===== src/rtl/rs_alu_if.sv =====
// Bundle of control, dispatch, CDB-snoop and ALU-issue signals for the ALU
// reservation station.
interface rs_alu_if #(
    parameter int ROB_W = 4
);
    logic             rdy;
    logic             clear_in;

    logic             issue_flag_in;
    logic [5:0]       issue_op_in;
    logic [31:0]      issue_Vj_in;
    logic [31:0]      issue_Vk_in;
    logic             issue_Qj_busy_in;
    logic             issue_Qk_busy_in;
    logic [ROB_W-1:0] issue_Qj_in;
    logic [ROB_W-1:0] issue_Qk_in;
    logic [ROB_W-1:0] issue_idx_in_ROB_in;

    logic             alu_cdb_flag_in;
    logic [ROB_W-1:0] alu_cdb_idx_in;
    logic [31:0]      alu_cdb_val_in;
    logic             lsb_cdb_flag_in;
    logic [ROB_W-1:0] lsb_cdb_idx_in;
    logic [31:0]      lsb_cdb_val_in;

    logic             full_out;
    logic             alu_flag_out;
    logic [5:0]       alu_op_out;
    logic [31:0]      alu_val1_out;
    logic [31:0]      alu_val2_out;
    logic [ROB_W-1:0] alu_idx_in_ROB_out;

    modport master (
        output rdy, clear_in,
        output issue_flag_in, issue_op_in, issue_Vj_in, issue_Vk_in,
        output issue_Qj_busy_in, issue_Qk_busy_in, issue_Qj_in, issue_Qk_in,
        output issue_idx_in_ROB_in,
        output alu_cdb_flag_in, alu_cdb_idx_in, alu_cdb_val_in,
        output lsb_cdb_flag_in, lsb_cdb_idx_in, lsb_cdb_val_in,
        input  full_out, alu_flag_out, alu_op_out, alu_val1_out, alu_val2_out,
        input  alu_idx_in_ROB_out
    );

    modport slave (
        input  rdy, clear_in,
        input  issue_flag_in, issue_op_in, issue_Vj_in, issue_Vk_in,
        input  issue_Qj_busy_in, issue_Qk_busy_in, issue_Qj_in, issue_Qk_in,
        input  issue_idx_in_ROB_in,
        input  alu_cdb_flag_in, alu_cdb_idx_in, alu_cdb_val_in,
        input  lsb_cdb_flag_in, lsb_cdb_idx_in, lsb_cdb_val_in,
        output full_out, alu_flag_out, alu_op_out, alu_val1_out, alu_val2_out,
        output alu_idx_in_ROB_out
    );
endinterface


===== src/rtl/rs_alu.sv =====
// Reservation station for the integer ALU: buffers dispatched micro-ops,
// snoops both CDBs for operands and issues the lowest-index ready entry.
module rs_alu #(
    parameter int RS_SIZE = 8,
    parameter int ROB_W   = 4
) (
    input  logic    clk,
    input  logic    rst,
    rs_alu_if.slave bus
);
    localparam int IDX_W = (RS_SIZE > 1) ? $clog2(RS_SIZE) : 1;

    logic [RS_SIZE-1:0] r_busy;
    logic [RS_SIZE-1:0] r_qjBusy;
    logic [RS_SIZE-1:0] r_qkBusy;
    logic [5:0]         r_op  [RS_SIZE];
    logic [31:0]        r_vj  [RS_SIZE];
    logic [31:0]        r_vk  [RS_SIZE];
    logic [ROB_W-1:0]   r_qj  [RS_SIZE];
    logic [ROB_W-1:0]   r_qk  [RS_SIZE];
    logic [ROB_W-1:0]   r_rob [RS_SIZE];

    logic               r_aluFlag;
    logic [5:0]         r_aluOp;
    logic [31:0]        r_aluVal1;
    logic [31:0]        r_aluVal2;
    logic [ROB_W-1:0]   r_aluIdx;

    logic               w_selValid;
    logic [IDX_W-1:0]   w_selIdx;
    logic [IDX_W-1:0]   w_freeIdx;
    logic               w_insert;
    logic               w_insQjBusy;
    logic               w_insQkBusy;
    logic [31:0]        w_insVj;
    logic [31:0]        w_insVk;

    // Descending scan so the lowest index wins for both select and free slot.
    always_comb begin
        w_selValid = 1'b0;
        w_selIdx   = '0;
        w_freeIdx  = '0;
        for (int i = RS_SIZE - 1; i >= 0; i--) begin
            if (r_busy[i] && !r_qjBusy[i] && !r_qkBusy[i]) begin
                w_selValid = 1'b1;
                w_selIdx   = IDX_W'(i);
            end
            if (!r_busy[i]) begin
                w_freeIdx = IDX_W'(i);
            end
        end
    end

    assign bus.full_out = &r_busy;
    assign w_insert     = bus.issue_flag_in && !bus.full_out;

    // Operands whose producer broadcasts on the dispatch edge are captured directly.
    always_comb begin
        w_insQjBusy = bus.issue_Qj_busy_in;
        w_insVj     = bus.issue_Vj_in;
        w_insQkBusy = bus.issue_Qk_busy_in;
        w_insVk     = bus.issue_Vk_in;
        if (bus.issue_Qj_busy_in) begin
            if (bus.alu_cdb_flag_in && bus.alu_cdb_idx_in == bus.issue_Qj_in) begin
                w_insQjBusy = 1'b0;
                w_insVj     = bus.alu_cdb_val_in;
            end else if (bus.lsb_cdb_flag_in && bus.lsb_cdb_idx_in == bus.issue_Qj_in) begin
                w_insQjBusy = 1'b0;
                w_insVj     = bus.lsb_cdb_val_in;
            end
        end
        if (bus.issue_Qk_busy_in) begin
            if (bus.alu_cdb_flag_in && bus.alu_cdb_idx_in == bus.issue_Qk_in) begin
                w_insQkBusy = 1'b0;
                w_insVk     = bus.alu_cdb_val_in;
            end else if (bus.lsb_cdb_flag_in && bus.lsb_cdb_idx_in == bus.issue_Qk_in) begin
                w_insQkBusy = 1'b0;
                w_insVk     = bus.lsb_cdb_val_in;
            end
        end
    end

    always_ff @(posedge clk or posedge rst) begin
        if (rst) begin
            r_busy    <= '0;
            r_qjBusy  <= '0;
            r_qkBusy  <= '0;
            for (int i = 0; i < RS_SIZE; i++) begin
                r_op[i]  <= '0;
                r_vj[i]  <= '0;
                r_vk[i]  <= '0;
                r_qj[i]  <= '0;
                r_qk[i]  <= '0;
                r_rob[i] <= '0;
            end
            r_aluFlag <= 1'b0;
            r_aluOp   <= '0;
            r_aluVal1 <= '0;
            r_aluVal2 <= '0;
            r_aluIdx  <= '0;
        end else if (!bus.rdy) begin
            r_aluFlag <= 1'b0;
        end else if (bus.clear_in) begin
            r_busy    <= '0;
            r_aluFlag <= 1'b0;
        end else begin
            for (int i = 0; i < RS_SIZE; i++) begin
                if (r_busy[i] && r_qjBusy[i]) begin
                    if (bus.alu_cdb_flag_in && bus.alu_cdb_idx_in == r_qj[i]) begin
                        r_vj[i]     <= bus.alu_cdb_val_in;
                        r_qjBusy[i] <= 1'b0;
                    end else if (bus.lsb_cdb_flag_in && bus.lsb_cdb_idx_in == r_qj[i]) begin
                        r_vj[i]     <= bus.lsb_cdb_val_in;
                        r_qjBusy[i] <= 1'b0;
                    end
                end
                if (r_busy[i] && r_qkBusy[i]) begin
                    if (bus.alu_cdb_flag_in && bus.alu_cdb_idx_in == r_qk[i]) begin
                        r_vk[i]     <= bus.alu_cdb_val_in;
                        r_qkBusy[i] <= 1'b0;
                    end else if (bus.lsb_cdb_flag_in && bus.lsb_cdb_idx_in == r_qk[i]) begin
                        r_vk[i]     <= bus.lsb_cdb_val_in;
                        r_qkBusy[i] <= 1'b0;
                    end
                end
            end

            r_aluFlag <= w_selValid;
            if (w_selValid) begin
                r_busy[w_selIdx] <= 1'b0;
                r_aluOp          <= r_op[w_selIdx];
                r_aluVal1        <= r_vj[w_selIdx];
                r_aluVal2        <= r_vk[w_selIdx];
                r_aluIdx         <= r_rob[w_selIdx];
            end

            // The free slot is never the selected one, so both writes can coexist.
            if (w_insert) begin
                r_busy[w_freeIdx]   <= 1'b1;
                r_op[w_freeIdx]     <= bus.issue_op_in;
                r_vj[w_freeIdx]     <= w_insVj;
                r_vk[w_freeIdx]     <= w_insVk;
                r_qjBusy[w_freeIdx] <= w_insQjBusy;
                r_qkBusy[w_freeIdx] <= w_insQkBusy;
                r_qj[w_freeIdx]     <= bus.issue_Qj_in;
                r_qk[w_freeIdx]     <= bus.issue_Qk_in;
                r_rob[w_freeIdx]    <= bus.issue_idx_in_ROB_in;
            end
        end
    end

    assign bus.alu_flag_out       = r_aluFlag;
    assign bus.alu_op_out         = r_aluOp;
    assign bus.alu_val1_out       = r_aluVal1;
    assign bus.alu_val2_out       = r_aluVal2;
    assign bus.alu_idx_in_ROB_out = r_aluIdx;
endmodule


===== src/flat_wrapper.sv =====
// flat-port wrapper written by rule: the top's interface ports become plain ports
module rs_alu_flat 
#(
    parameter int RS_SIZE = 8,
    parameter int ROB_W   = 4
)
  (clk, rst, bus_rdy, bus_clear_in, bus_issue_flag_in, bus_issue_op_in, bus_issue_Vj_in, bus_issue_Vk_in, bus_issue_Qj_busy_in, bus_issue_Qk_busy_in, bus_issue_Qj_in, bus_issue_Qk_in, bus_issue_idx_in_ROB_in, bus_alu_cdb_flag_in, bus_alu_cdb_idx_in, bus_alu_cdb_val_in, bus_lsb_cdb_flag_in, bus_lsb_cdb_idx_in, bus_lsb_cdb_val_in, bus_full_out, bus_alu_flag_out, bus_alu_op_out, bus_alu_val1_out, bus_alu_val2_out, bus_alu_idx_in_ROB_out);
  rs_alu_if #(.ROB_W(ROB_W)) bus_i ();
  input  logic clk;
  input  logic rst;
  input wire logic [$bits(bus_i.rdy)-1:0] bus_rdy;
  input wire logic [$bits(bus_i.clear_in)-1:0] bus_clear_in;
  input wire logic [$bits(bus_i.issue_flag_in)-1:0] bus_issue_flag_in;
  input wire logic [$bits(bus_i.issue_op_in)-1:0] bus_issue_op_in;
  input wire logic [$bits(bus_i.issue_Vj_in)-1:0] bus_issue_Vj_in;
  input wire logic [$bits(bus_i.issue_Vk_in)-1:0] bus_issue_Vk_in;
  input wire logic [$bits(bus_i.issue_Qj_busy_in)-1:0] bus_issue_Qj_busy_in;
  input wire logic [$bits(bus_i.issue_Qk_busy_in)-1:0] bus_issue_Qk_busy_in;
  input wire logic [$bits(bus_i.issue_Qj_in)-1:0] bus_issue_Qj_in;
  input wire logic [$bits(bus_i.issue_Qk_in)-1:0] bus_issue_Qk_in;
  input wire logic [$bits(bus_i.issue_idx_in_ROB_in)-1:0] bus_issue_idx_in_ROB_in;
  input wire logic [$bits(bus_i.alu_cdb_flag_in)-1:0] bus_alu_cdb_flag_in;
  input wire logic [$bits(bus_i.alu_cdb_idx_in)-1:0] bus_alu_cdb_idx_in;
  input wire logic [$bits(bus_i.alu_cdb_val_in)-1:0] bus_alu_cdb_val_in;
  input wire logic [$bits(bus_i.lsb_cdb_flag_in)-1:0] bus_lsb_cdb_flag_in;
  input wire logic [$bits(bus_i.lsb_cdb_idx_in)-1:0] bus_lsb_cdb_idx_in;
  input wire logic [$bits(bus_i.lsb_cdb_val_in)-1:0] bus_lsb_cdb_val_in;
  output wire logic [$bits(bus_i.full_out)-1:0] bus_full_out;
  output wire logic [$bits(bus_i.alu_flag_out)-1:0] bus_alu_flag_out;
  output wire logic [$bits(bus_i.alu_op_out)-1:0] bus_alu_op_out;
  output wire logic [$bits(bus_i.alu_val1_out)-1:0] bus_alu_val1_out;
  output wire logic [$bits(bus_i.alu_val2_out)-1:0] bus_alu_val2_out;
  output wire logic [$bits(bus_i.alu_idx_in_ROB_out)-1:0] bus_alu_idx_in_ROB_out;
  assign bus_i.rdy = bus_rdy;
  assign bus_i.clear_in = bus_clear_in;
  assign bus_i.issue_flag_in = bus_issue_flag_in;
  assign bus_i.issue_op_in = bus_issue_op_in;
  assign bus_i.issue_Vj_in = bus_issue_Vj_in;
  assign bus_i.issue_Vk_in = bus_issue_Vk_in;
  assign bus_i.issue_Qj_busy_in = bus_issue_Qj_busy_in;
  assign bus_i.issue_Qk_busy_in = bus_issue_Qk_busy_in;
  assign bus_i.issue_Qj_in = bus_issue_Qj_in;
  assign bus_i.issue_Qk_in = bus_issue_Qk_in;
  assign bus_i.issue_idx_in_ROB_in = bus_issue_idx_in_ROB_in;
  assign bus_i.alu_cdb_flag_in = bus_alu_cdb_flag_in;
  assign bus_i.alu_cdb_idx_in = bus_alu_cdb_idx_in;
  assign bus_i.alu_cdb_val_in = bus_alu_cdb_val_in;
  assign bus_i.lsb_cdb_flag_in = bus_lsb_cdb_flag_in;
  assign bus_i.lsb_cdb_idx_in = bus_lsb_cdb_idx_in;
  assign bus_i.lsb_cdb_val_in = bus_lsb_cdb_val_in;
  assign bus_full_out = bus_i.full_out;
  assign bus_alu_flag_out = bus_i.alu_flag_out;
  assign bus_alu_op_out = bus_i.alu_op_out;
  assign bus_alu_val1_out = bus_i.alu_val1_out;
  assign bus_alu_val2_out = bus_i.alu_val2_out;
  assign bus_alu_idx_in_ROB_out = bus_i.alu_idx_in_ROB_out;
  rs_alu #(.RS_SIZE(RS_SIZE), .ROB_W(ROB_W)) u_core (.clk(clk), .rst(rst), .bus(bus_i));
endmodule

===== config.mk =====
export PLATFORM = sky130hd
export DESIGN_NAME = rs_alu_flat
export DESIGN_NICKNAME = d
export VERILOG_FILES = /design/src/rtl/rs_alu_if.sv /design/src/rtl/rs_alu.sv /design/src/flat_wrapper.sv
export SDC_FILE = /design/constraint.sdc
export NUM_CORES = 2
export LEC_CHECK = 0
export ABC_CLOCK_PERIOD_IN_PS = 27100
export CORE_ASPECT_RATIO = 1.4
export CORE_UTILIZATION = 52
export CTS_CLUSTER_SIZE = 16
export DETAILED_ROUTE_END_ITERATION = 8
export HOLD_SLACK_MARGIN = 0.02
export PLACE_DENSITY = 0.72
export SLEW_MARGIN = 20
export SYNTH_ARGS = -nofsm -noshare
export SYNTH_HDL_FRONTEND = slang
export SYNTH_SLANG_ARGS = --single-unit
export TNS_END_PERCENT = 50

===== constraint.sdc =====
create_clock -name clk -period 27.1 [get_ports clk]
set_input_delay 2.71 -clock clk [delete_from_list [all_inputs] [get_ports clk]]
set_output_delay 2.71 -clock clk [all_outputs]
set_load 0.02 [all_outputs]

==> run summary <==
Setup Crit Path Kind: in2reg
Synth top area share: 0.447
unrepaired setup endpoints after global routing: no
Setup Fix Bufs, Post-CTS: 0
layout cells sized above 1: 0.107
met2 WL post-DR: 75900 um
failing checks: design-rule violations
Clock Pin Slew Worst Setup and Hold Paths: 0.06 ns
vias per cell: 7.62
vias in the first global route: 40.4k
largest net degree at the start of global routing: 174
Reg-to-Reg Start: u_core.r_busy[3]
overall routing resource usage: 0.433
Syn Inst Count: 4295
clk_skew: 0.0314 ns
Clk Latency, worst-skew pair: 0.67 ns
gr ovfl total: 0
slew margin rel.: 0.153
Cells after DPL: 5238
Synth async-reset ratio: 1.00
Area Growth Syn to Fin: 14.5%
CORE AREA: 80300 um^2
Post-Syn Nets: 4458
Worst R2R Path Depth: 10
Finish-stage setup viols: 0
Primary FF master, synth: dfrtp_1
Yosys top cell by area: dfrtp_1
TritonCTS Buffers: 77
I/O Pins: 239
Net Switching: 1200 uW
max_cap viols: 0
yosys warns: 0
Non-Filler Instances: 5402
Setup crit start: bus_issue_Qk_in[2]
crit path to: u_core.r_vk[97]
Final Worst Setup Slack: 20.75 ns
CTS Sinks: 755
metal3 WL: 27400 um
Achievable Freq: 157 MHz
Internal: 2380 uW
logic gate share of total power: 0.259
CTS tree: built
CP startpoint kind: input port
endpoint class of the critical path: flop
Remaining DRCs: 2
dpl ws: 20.36 ns
post-synth cell types: 58
vias: 41.1k
routed length per placed instance: 33.8 um
maximum VDD drop: 57.5 uV
die width: 243 um
Initial Utilization: 0.526
Clock power frac: 0.318
Critical Path AT: 6.90 ns
total power: 3580 uW
number of hold buffers added after CTS: 0
post-CTS sizing: 0
top cells by area, synth: dfrtp_1 (45%), mux2i_1 (12%), o221ai_1 (6.7%)
CP Data Required Time: 27.65 ns
Lkg Pwr: 0.0196 uW
antenna-violating nets left: 0
die area: 82400 um^2
Syn Std Cell Area: 42300 um^2
CTS root buf: clkbuf_16
row count: 123
FF-to-FF End: u_core.bus.alu_val2_out[8]
Final min period: 6.35 ns
initial drt markers: 7005
Max Used Layer: met5
Chip Height: 339 um
pwr dens: 73.9 nW/um^2
Sequential Power Share: 0.422
CTS H-tree depth: 3
PortBufs: 238
nets: 4435
mean post-synth cell area: 9.84 um^2
CP Max Fanout: 30
Reg2Reg Setup Slack: 21.86 ns
Fin Setup TNS: 0 ns
DR pass1 iterations: 9
final hold vios: 0
Post-synth top cells: dfrtp_1 (755), nand2_1 (659), mux2i_1 (513), clkbuf_1 (360), o221ai_1 (324)
GP Congestion: 0.925
Worst Max-Slew Pin Slew: 1.27 ns
post-synthesis sequential area ratio: 0.447
status: finished with violations
Net Sw Frac: 0.335
most frequent cell after synthesis: dfrtp_1
hpwl dp: 97500 um
first-pass GRT wire length: 265000 um
Final Cycle Share: 0.234
wire length on met1: 62700 um
HP Class: reg2reg
drt total wl: 182000 um
final slew viol count: 0
initial antenna violation count: 12
utilization after layout: 0.603
Max Buffers Root-to-Sink: 3
flops & latches, synth: 755
Post-synth EDFFs: 0
==> critical path, stage by stage <==
cell and delay (ns):
clkdlybuf4s50_1 0.66, xor2_1 0.25, nor4_1 0.85, nor2_1 0.24, nor2_4 0.98, o221ai_1 0.64, a221oi_1 0.50
==> cell usage in the layout (no fill, tap or decap), types with 19 or more instances in the layout <==
| master | instances |
|---|---|
| clkdlybuf4s50_1 | 238 |
| inv_1 | 44 |
| a2bb2oi_1 | 19 |
| a221o_1 | 40 |
| mux2_2 | 90 |
| clkbuf_16 | 80 |
| a222oi_1 | 55 |
| nand3_1 | 25 |
| clkbuf_1 | 19 |
| dfrtp_1 | 755 |
| o22ai_1 | 91 |
| a22oi_1 | 127 |
| mux2i_1 | 513 |
| a221oi_1 | 210 |
| or3_1 | 26 |
| buf_4 | 149 |
| o32a_1 | 57 |
| o21ai_0 | 42 |
| xnor2_1 | 36 |
| nand2b_1 | 21 |
| a21oi_1 | 105 |
| nor2_1 | 247 |
| nand2_1 | 651 |
| clkbuf_8 | 20 |
| o221ai_1 | 324 |
| xor2_1 | 105 |
==> worst min-delay path by stage <==
| stage | startpoint | end | slack (ns) | depth (start not counted) |
|---|---|---|---|---|
| finish | u_core.r_op[33] | u_core.r_op[33] | 0.48 | 2 |
| global route | u_core.r_op[39] | u_core.r_op[39] | 0.49 | 2 |
| CTS | u_core.r_op[36] | u_core.r_op[36] | 0.48 | 2 |
| detailed placement | u_core.r_op[36] | u_core.r_op[36] | 0.46 | 2 |
| global placement | u_core.r_op[47] | u_core.r_op[47] | 0.46 | 2 |
| floorplan | u_core.r_op[31] | u_core.r_op[31] | 0.44 | 2 |
==> final cells by class <==
cell class                      count  area [um^2]
Antenna cell                        8         20.0
Clock buffer                      119         2350
Multi-Input combinational cell   2983        21700
Inverter                           46          183
Sequential cell                   755        18900
Fill cell                        6904        31900
Clock inverter                     20          273
Timing Repair Buffer              409         3690
Tap cell                         1062         1330
==> per-stage QoR <==
step                hold WS, ns  cell area (um^2)
floorplan                 0.445             42300
global placement          0.458             45600
detailed placement        0.463             45600
CTS                       0.478             48300
global route              0.486             48400
finish                    0.478             48400
==> registers in the layout, indices dropped and copies added, names as in the netlist, 8 cells and up <==
name / flops
u_core.r_qj: 32
u_core.r_vk: 256
u_core.bus.alu_val2_out: 32
u_core.bus.alu_val1_out: 32
u_core.r_qkBusy: 8
u_core.r_qjBusy: 8
u_core.r_vj: 256
u_core.r_rob: 32
u_core.r_busy: 8
u_core.r_op: 48
u_core.r_qk: 32
==> cell families after synthesis <==
group	after synthesis	share of synthesized area
XOR/XNOR	141	0.0292
AND/OR/NAND/NOR	1088	0.107
buffers and inverters	557	0.0527
multiplexers	603	0.145
AO/OA/AOI/OAI	1151	0.218
flip-flops	755	0.447
==> metal layers <==
layer	track usage	vias up
met5	0	-
met4	0.319	8
met3	0.157	1148
met2	0.616	3835
met1	0.538	20000
li1	-	16200
==> power groups by stage <==
stage	clock network, uW	registers [uW]	logic, uW
floorplan	0	1520	514
global placement	0	1510	887
detailed placement	0	1520	902
CTS	1130	1500	908
global route	1180	1520	986
finish	1140	1510	928
Power figures use the tool's default switching activity.
